==> src/rtl/ide_arb.sv <==
// Two-port arbiter sharing one ide register-access engine; grant 1 cycle after request, one guard cycle between owners.
// Non-owner strobes are stalled (level-held), never dropped; the owner may lock across accesses, bounded by an idle timeout.
module ide_arb #(
  parameter logic [15:0] IDLE_TIMEOUT = 16'd4096
) (
  input  logic        clk,
  input  logic        reset_n,

  input  logic        rq0_lock,
  input  logic        rq0_ata_rd,
  input  logic        rq0_ata_wr,
  input  logic [4:0]  rq0_ata_addr,
  input  logic [15:0] rq0_ata_in,
  output logic [15:0] rq0_ata_out,
  output logic        rq0_ata_done,
  output logic        rq0_grant,

  input  logic        rq1_lock,
  input  logic        rq1_ata_rd,
  input  logic        rq1_ata_wr,
  input  logic [4:0]  rq1_ata_addr,
  input  logic [15:0] rq1_ata_in,
  output logic [15:0] rq1_ata_out,
  output logic        rq1_ata_done,
  output logic        rq1_grant,

  output logic        ata_rd,
  output logic        ata_wr,
  output logic [4:0]  ata_addr,
  output logic [15:0] ata_in,
  input  logic [15:0] ata_out,
  input  logic        ata_done,

  output logic        timeout_err,
  output logic        proto_err
);

  typedef enum logic [1:0] {IDLE, OWN0, OWN1, GAP} state_t;

  state_t      state;
  logic        rr;        // requester that wins the next tie
  logic [15:0] idle_cnt;

  logic        req0, req1;
  logic        own0, own1;
  logic        own_rd, own_wr, own_lock;
  logic [4:0]  own_addr;
  logic [15:0] own_in;
  logic        idle_lock;
  logic        release_own;
  logic [15:0] cnt_inc;
  logic        tmo_hit;

  assign req0 = rq0_ata_rd | rq0_ata_wr | rq0_lock;
  assign req1 = rq1_ata_rd | rq1_ata_wr | rq1_lock;
  assign own0 = (state == OWN0);
  assign own1 = (state == OWN1);

  always_comb begin
    own_rd   = 1'b0;
    own_wr   = 1'b0;
    own_lock = 1'b0;
    own_addr = 5'd0;
    own_in   = 16'd0;
    if (own0) begin
      own_rd   = rq0_ata_rd;
      own_wr   = rq0_ata_wr;
      own_lock = rq0_lock;
      own_addr = rq0_ata_addr;
      own_in   = rq0_ata_in;
    end else if (own1) begin
      own_rd   = rq1_ata_rd;
      own_wr   = rq1_ata_wr;
      own_lock = rq1_lock;
      own_addr = rq1_ata_addr;
      own_in   = rq1_ata_in;
    end
  end

  // A simultaneous rd+wr is resolved as a write so the engine never sees both strobes.
  assign ata_rd   = own_rd & ~own_wr;
  assign ata_wr   = own_wr;
  assign ata_addr = own_addr;
  assign ata_in   = own_in;

  assign rq0_ata_done = own0 & ata_done;
  assign rq1_ata_done = own1 & ata_done;
  assign rq0_ata_out  = own0 ? ata_out : 16'd0;
  assign rq1_ata_out  = own1 ? ata_out : 16'd0;

  assign idle_lock   = own_lock & ~own_rd & ~own_wr;
  assign release_own = (ata_done & ~own_lock) | (~own_rd & ~own_wr & ~own_lock);
  assign cnt_inc     = (&idle_cnt) ? idle_cnt : idle_cnt + 16'd1;
  assign tmo_hit     = (IDLE_TIMEOUT != 16'd0) && idle_lock && (cnt_inc == IDLE_TIMEOUT);

  always_ff @(posedge clk or negedge reset_n) begin
    if (!reset_n) begin
      state       <= IDLE;
      rr          <= 1'b0;
      idle_cnt    <= 16'd0;
      rq0_grant   <= 1'b0;
      rq1_grant   <= 1'b0;
      timeout_err <= 1'b0;
      proto_err   <= 1'b0;
    end else begin
      timeout_err <= 1'b0;
      case (state)
        IDLE: begin
          idle_cnt <= 16'd0;
          if (req0 && (!req1 || !rr)) begin
            state     <= OWN0;
            rq0_grant <= 1'b1;
            rr        <= 1'b1;
          end else if (req1) begin
            state     <= OWN1;
            rq1_grant <= 1'b1;
            rr        <= 1'b0;
          end
        end
        OWN0, OWN1: begin
          if (own_rd && own_wr)
            proto_err <= 1'b1;
          if (release_own || tmo_hit) begin
            state       <= GAP;
            rq0_grant   <= 1'b0;
            rq1_grant   <= 1'b0;
            idle_cnt    <= 16'd0;
            timeout_err <= tmo_hit;
          end else if (own_rd || own_wr) begin
            idle_cnt <= 16'd0;
          end else if (own_lock) begin
            idle_cnt <= cnt_inc;
          end
        end
        GAP: begin
          state    <= IDLE;
          idle_cnt <= 16'd0;
        end
        default: begin
          state     <= IDLE;
          rq0_grant <= 1'b0;
          rq1_grant <= 1'b0;
          idle_cnt  <= 16'd0;
        end
      endcase
    end
  end

endmodule

==> config.mk <==
export PLATFORM = sky130hd
export DESIGN_NAME = ide_arb
export DESIGN_NICKNAME = d
export VERILOG_FILES = /design/src/rtl/ide_arb.sv
export SDC_FILE = /design/constraint.sdc
export NUM_CORES = 1
export LEC_CHECK = 0
export CAP_MARGIN = 0
export CORE_MARGIN = 1
export CORE_UTILIZATION = 42
export CTS_CLUSTER_DIAMETER = 50
export DETAILED_ROUTE_END_ITERATION = 16
export GPL_TIMING_DRIVEN = 0
export PLACE_DENSITY = 0.85
export SYNTH_ARGS = -nofsm -noshare
export SYNTH_HDL_FRONTEND = slang
export SYNTH_SLANG_ARGS = --single-unit
export TNS_END_PERCENT = 30
==> constraint.sdc <==
create_clock -name clk -period 6 [get_ports clk]
set_input_delay 1.2 -clock clk [delete_from_list [all_inputs] [get_ports clk]]
set_output_delay 1.2 -clock clk [all_outputs]
set_load 0.1 [all_outputs]
==> reports/summary.log, run 1 <==
INFO  timing         tightest_slew=1.04ns
INFO  timing         timing.setup.tns=0ns
INFO  cts            cts_setup_buffers=0
INFO  global_route   grt_pass1_vias=2334
INFO  floorplanning  horiz_die_dim=75.8µm
INFO  min_path       hold_path.class=flop to flop
INFO  drt            drt-pass1-iter-count=4
INFO  cts            cts.repair.resized=0
INFO  timing         final_max_slew_viol_count=0
INFO  critical_path  worstPathArrival=3.35ns
INFO  floorplanning  coreArea=5170µm²
INFO  cts            ctsRootBufferMaster=sky130_fd_sc_hd__clkbuf_8
INFO  cts            clk_pin_slew_worst_paths=0.09ns
INFO  timing         finalSetupViolations=0
INFO  synth          synth-async-reset-ratio=1.00
INFO  cts            tritoncts=built
INFO  floorplanning  die_area=5750µm²
INFO  synth          syn_nets=363
INFO  drt            wl_per_cell=15.9µm
INFO  critical_path  crit_path_start_kind=flop
INFO  cts            htree_num_levels=1
INFO  critical_path  crit-reg2reg-capture=state[0]
INFO  synth          yosys.cell_count.top_type=sky130_fd_sc_hd__nand2_1
INFO  critical_path  crit_path_end_kind=output port
INFO  timing         fin_worst_skew=0.00872ns
INFO  final_layout   net_total_in_the_final_layout=495
INFO  placement      place_ws=1.51ns
INFO  drt            post_drt_via_cell_ratio=5.30
INFO  placement      dpl.hpwl=6.31mm
INFO  synth          synth_top_cell_by_area=sky130_fd_sc_hd__dfrtp_1
INFO  global_route   grt_first_pass_wirelength=11.5mm
INFO  critical_path  setup.worst_path.class=flop to output port
INFO  synth          synth_edf_count=0
INFO  cts            clock_sinks=23
INFO  timing         final_worst_path_period_need=4.55ns
INFO  drt            first_iter_violations=110
INFO  synth          synth-seq-area-share=0.252
INFO  critical_path  crit_path_max_fanout=10
INFO  final_layout   drive_above_1_share=0.102
INFO  synth          yosys_warnings=0
INFO  critical_path  critical_path_required=4.80ns
INFO  final_layout   nFillCells=434
INFO  synth          synth_seq_cells=23
INFO  final_layout   n_antenna_cell=0
INFO  job            drv_cap=0
INFO  floorplanning  initial_core_util=0.442
INFO  run_status     run_status=finished, final reports clean
INFO  synth          syn-cell-area=2290µm²
INFO  global_route   grt_max_degree=24
INFO  global_route   grtUsageTotal=0.264
INFO  cts            cts_inserted_buffers=3
INFO  placement      finalWeightedCongestion=0.876
INFO  floorplanning  rows=26
INFO  drt            num_vias=2601
INFO  synth          synth_largest_type_area_fraction=0.252
INFO  drt            final_antenna_net_count=0
INFO  cts            cts.path.max_buffers=2
INFO  global_route   grt_antenna_before_repair=0
INFO  critical_path  setup.reg_to_reg.worst_slack=3.17ns
INFO  timing         period_share=0.759
INFO  timing         setup_repair_after_global_routing_missed_its_margin=no
INFO  placement      port_buffers=127
INFO  critical_path  rr_startpoint=idle_cnt[0]
INFO  synth          synth.top_cells.by_area=sky130_fd_sc_hd__dfrtp_1, sky130_fd_sc_hd__and2_1, sky130_fd_sc_hd__nand2_1
INFO  synth          ys_top_cells_by_count=sky130_fd_sc_hd__nand2_1, sky130_fd_sc_hd__and2_1, sky130_fd_sc_hd__o21ai_0
INFO  synth          ys.flop_type=sky130_fd_sc_hd__dfrtp_1
INFO  global_route   grt-ovfl-total=0
INFO  timing         maxClockFrequency=220MHz
INFO  min_path       hold_path.startpoint=proto_err
INFO  cts            ctsHoldBuffers=0
INFO  synth          ys_types=53
INFO  drt            route.final.wire_length=7.80mm
INFO  drt            drc=0
INFO  timing         finalHoldViolations=0
INFO  floorplanning  ioPinCount=128
INFO  timing         holdWs=0.497ns
INFO  cts            clk_latency=0.27ns
INFO  synth          synth.avg_cell_area=7.89µm²
INFO  floorplanning  die-height=75.8µm
INFO  timing         finalWorstSetupSlack=1.45ns
INFO  min_path       destination_of_the_worst_hold_path=proto_err
INFO  final_layout   layout-area-overhead-vs-synth=61.5%
INFO  timing         maxSlewHeadroom=0.306
INFO  min_path       hold-path-cell-count=1
INFO  critical_path  rr_worst_depth=8
INFO  synth          syn-instance-count=290
==> flip-flops by register name (all words and copies together) (netlist names) <==
name,flops
state,2
rq0_grant,1
idle_cnt,16
rq1_grant,1
timeout_err,1
rr,1
proto_err,1
==> stage by stage <==
| step | instance area (µm²) | std cells | util |
|---|---|---|---|
| 2_1_floorplan | 2290 | 290 | - |
| 3_3_place_gp | 3650 | 487 | 0.705 |
| 3_5_place_dp | 3650 | 487 | 0.705 |
| 4_1_cts | 3700 | 491 | 0.715 |
| 5_1_grt | 3700 | 491 | 0.715 |
| 6_report | 3700 | 491 | 0.715 |
==> per-layer routing <==
layer | vias to the layer above | global-route usage | part of all wire
li1 | 1267 | - | -
met1 | 1220 | 0.324 | 0.41
met3 | 15 | 0.0410 | 0.070
met5 | - | 0 | 0
met2 | 99 | 0.484 | 0.50
met4 | 0 | 0.0576 | 0.018
==> placed cells by master, fill, tap and decap left out, types with 5 or more instances in the layout <==
cell / n
sky130_fd_sc_hd__clkdlybuf4s50_1: 127
sky130_fd_sc_hd__nand2_1: 57
sky130_fd_sc_hd__and2_1: 36
sky130_fd_sc_hd__o21ai_0: 26
sky130_fd_sc_hd__dfrtp_1: 23
sky130_fd_sc_hd__nor2_1: 12
sky130_fd_sc_hd__clkbuf_1: 10
sky130_fd_sc_hd__nand3_1: 8
sky130_fd_sc_hd__inv_1: 7
sky130_fd_sc_hd__mux2i_1: 7
sky130_fd_sc_hd__nor2_4: 7
sky130_fd_sc_hd__nand4_1: 6
sky130_fd_sc_hd__ha_1: 6
sky130_fd_sc_hd__nor2b_1: 5
sky130_fd_sc_hd__xnor2_1: 5
sky130_fd_sc_hd__a21oi_1: 5
==> worst max-delay path: stages, from the launching register on <==
cell	delay (ns)
sky130_fd_sc_hd__dfrtp_1	0.41
sky130_fd_sc_hd__inv_1	0.14
sky130_fd_sc_hd__ha_1	0.20
sky130_fd_sc_hd__buf_2	0.21
sky130_fd_sc_hd__clkbuf_1	0.32
sky130_fd_sc_hd__clkbuf_1	0.43
sky130_fd_sc_hd__nand2_1	0.09
sky130_fd_sc_hd__o21ai_0	0.10
sky130_fd_sc_hd__clkdlybuf4s50_1	1.18
==> final cells by class <==
cell class | count | area, µm² | share of cell area
Multi-Input combinational cell | 241 | 1580 | 0.427
Timing Repair Buffer | 127 | 1270 | 0.344
Sequential cell | 23 | 576 | 0.156
Buffer | 19 | 108 | 0.0291
Tap cell | 70 | 87.6 | 0.0237
Clock buffer | 3 | 41.3 | 0.0112
Inverter | 7 | 26.3 | 0.00711
Clock inverter | 1 | 7.51 | 0.00203
==> logic make-up (layout without fill, tap and decap cells) <==
family	Yosys count	count (layout)	share of synthesized area
buf+inv	26	157	0.0585
xor+xnor	9	9	0.0344
compound gates	49	49	0.138
flops	23	23	0.252
simple gates	170	170	0.454
mux	7	7	0.0306
fa+ha+maj	6	6	0.0328
==> worst max path at each step <==
stage / slack (ns) / startpoint / cells past startpoint / endpoint
after detailed placement: 1.51 / rq1_ata_wr / 4 / ata_wr
after global placement: 1.52 / rq1_ata_rd / 5 / ata_rd
after global routing: 1.21 / state[0] / 7 / ata_addr[3]
after floorplan: 0.03 / rq1_ata_wr / 3 / ata_rd
final: 1.45 / state[1] / 8 / ata_in[9]
after CTS: 1.47 / state[0] / 7 / ata_addr[2]
Power of run 1 is not shown: default switching activity piles up to over one toggle a cycle in this logic, so the estimate is an artifact.
==> run 2: changes to the inputs <==
- CORE_UTILIZATION: 42 -> 36
- PLACE_DENSITY: 0.85 -> 0.77
- clock period: 6 -> 3.75 ns (I/O delays scaled with it)
==> reports/summary.log, run 2 (synthesis gave the netlist of run 1 again) <==
INFO  floorplanning  initial_core_util=0.380
INFO  cts            ctsHoldBuffers=0
INFO  final_layout   net_total_in_the_final_layout=495
INFO  timing         maxSlewHeadroom=0.309
INFO  critical_path  crit_path_max_fanout=10
INFO  placement      dpl.hpwl=6.52mm
INFO  drt            num_vias=2566
INFO  placement      finalWeightedCongestion=0.821
INFO  cts            htree_num_levels=1
INFO  placement      port_buffers=127
INFO  critical_path  critical_path_required=3.00ns
INFO  timing         maxClockFrequency=278MHz
INFO  timing         holdWs=0.488ns
INFO  drt            final_antenna_net_count=0
INFO  global_route   grt-ovfl-total=0
INFO  timing         finalWorstSetupSlack=0.149ns
INFO  timing         finalSetupViolations=0
INFO  job            drv_cap=0
INFO  cts            clk_pin_slew_worst_paths=0.08ns
INFO  final_layout   drive_above_1_share=0.200
INFO  critical_path  rr_startpoint=state[1]
INFO  cts            cts_inserted_buffers=3
INFO  critical_path  crit_path_start_kind=flop
INFO  cts            tritoncts=built
INFO  floorplanning  die-height=81.7µm
INFO  critical_path  crit_path_end_kind=output port
INFO  global_route   grt_pass1_vias=2302
INFO  critical_path  setup.worst_path.class=flop to output port
INFO  critical_path  crit_path_max_incr_delay=1.15ns
INFO  timing         final_max_slew_viol_count=0
INFO  critical_path  timing.critical_path.depth=6
INFO  placement      place_ws=-0.0717ns
INFO  timing         period_share=0.960
INFO  critical_path  worstPathArrival=2.85ns
INFO  drt            drt-pass1-iter-count=4
INFO  final_layout   leading_cell_type_in_the_layout_fill_and_taps_excluded=sky130_fd_sc_hd__clkdlybuf4s50_1
INFO  critical_path  worstPathCellList=inv_1 > ha_1 > buf_2 > clkbuf_1 > and2_1 > clkdlybuf4s50_1
INFO  critical_path  setup.reg_to_reg.worst_slack=1.01ns
INFO  floorplanning  ioPinCount=128
INFO  timing         finalHoldViolations=0
INFO  cts            clk_latency=0.27ns
INFO  critical_path  crit_path_start=state[1]
INFO  critical_path  rr_worst_depth=11
INFO  drt            drc=0
INFO  cts            clock_sinks=23
INFO  final_layout   max_reg_flops=16
INFO  global_route   grt_antenna_before_repair=0
INFO  final_layout   layout-area-overhead-vs-synth=56.1%
INFO  floorplanning  coreArea=6030µm²
INFO  final_layout   n_antenna_cell=0
INFO  critical_path  crit_end=rq0_ata_out[2]
INFO  global_route   grt_first_pass_wirelength=11.6mm
INFO  critical_path  critPathSlowestCell=sky130_fd_sc_hd__clkdlybuf4s50_1
INFO  timing         final_worst_path_period_need=3.60ns
INFO  drt            wl_per_cell=16.0µm
INFO  cts            cts.path.max_buffers=2
INFO  final_layout   final_cell_mix=sky130_fd_sc_hd__clkdlybuf4s50_1, sky130_fd_sc_hd__nand2_1, sky130_fd_sc_hd__and2_1
INFO  timing         tightest_slew=1.03ns
INFO  critical_path  critical_path.top_delay_family=buffers and inverters
INFO  drt            route.final.wire_length=7.94mm
INFO  final_layout   top_flop_regs=idle_cnt (16), state (2)
INFO  timing         setup_repair_after_global_routing_missed_its_margin=no
INFO  critical_path  crit-reg2reg-capture=idle_cnt[8]
INFO  critical_path  cp_num_buf_inv=4
INFO  global_route   grtUsageTotal=0.231
INFO  floorplanning  horiz_die_dim=81.7µm
INFO  final_layout   registers.top_by_ff_count=idle_cnt
INFO  run_status     run_status=finished, final reports clean
INFO  global_route   grt_max_degree=24
INFO  drt            first_iter_violations=84
INFO  floorplanning  rows=28
INFO  cts            ctsRootBufferMaster=sky130_fd_sc_hd__clkbuf_8
INFO  cts            cts_setup_buffers=0
INFO  timing         fin_worst_skew=0.00272ns
INFO  min_path       hold_path.class=flop to flop
INFO  drt            post_drt_via_cell_ratio=5.17
INFO  floorplanning  die_area=6680µm²
[run 2: changes by cell type in the layout (fill, tap and decap cells not counted), sizes merged]
cell,previous run,this run
clkdlybuf4s50,127,73
clkbuf,13,44
clkdlybuf4s15,0,17
dlymetal6s2s,0,6
clkinv,0,1
clkinvlp,1,0
[run 2: repair_timing]
item	in CTS	in global routing
endpoints found under the hold margin	0	0
gates resized for setup	82	75
setup endpoints to repair	48	44
cloned	0	0
[run 2: worst min path at each step]
stage                         start           to  slack (ns)  cells after the start
after floorplan             reset_n  idle_cnt[0]        0.45                      0
final                     proto_err    proto_err        0.49                      1
after global placement    proto_err    proto_err        0.48                      1
after detailed placement  proto_err    proto_err        0.48                      1
after CTS                 proto_err    proto_err        0.50                      1
after global routing      proto_err    proto_err        0.51                      1
[run 2: layer usage]
metal / track usage / routed length, µm / up-vias
li1: - / - / 1264
met4: 0.0930 / 244 / 0
met5: 0 / 0 / -
met2: 0.425 / 4000 / 97
met3: 0.0422 / 642 / 17
met1: 0.260 / 3060 / 1188
[run 2: through the flow]
| stage | std cells | utilization | cell area (µm²) | TNS [ns] |
|---|---|---|---|---|
| 2_1_floorplan | 290 | - | 2290 | -5.01 |
| 3_3_place_gp | 492 | 0.606 | 3650 | -0.110 |
| 3_5_place_dp | 492 | 0.606 | 3650 | -0.338 |
| 4_1_cts | 496 | 0.609 | 3670 | 0 |
| 5_1_grt | 496 | 0.593 | 3570 | 0 |
| 6_report | 496 | 0.593 | 3570 | 0 |
[run 2: worst reg2reg max path, cell delays in order (launching register included)]
cell,delay [ns]
sky130_fd_sc_hd__dfrtp_1,0.40
sky130_fd_sc_hd__inv_1,0.12
sky130_fd_sc_hd__ha_1,0.20
sky130_fd_sc_hd__buf_2,0.21
sky130_fd_sc_hd__nand2_1,0.11
sky130_fd_sc_hd__a221oi_2,0.41
sky130_fd_sc_hd__nand4b_1,0.16
sky130_fd_sc_hd__nor4_2,0.37
sky130_fd_sc_hd__nand4_4,0.22
sky130_fd_sc_hd__nand3_4,0.20
sky130_fd_sc_hd__buf_12,0.18
sky130_fd_sc_hd__nor2_4,0.05
[run 2: cell type report]
type / instances / area (µm²)
Inverter: 7 / 26.3
Timing Repair Buffer: 127 / 1140
Multi-Input combinational cell: 241 / 1580
Fill cell: 549 / 2450
Clock buffer: 3 / 41.3
Clock inverter: 1 / 5.00
Sequential cell: 23 / 576
Buffer: 19 / 108
Tap cell: 75 / 93.8
Power of run 2 is left out for the same reason.
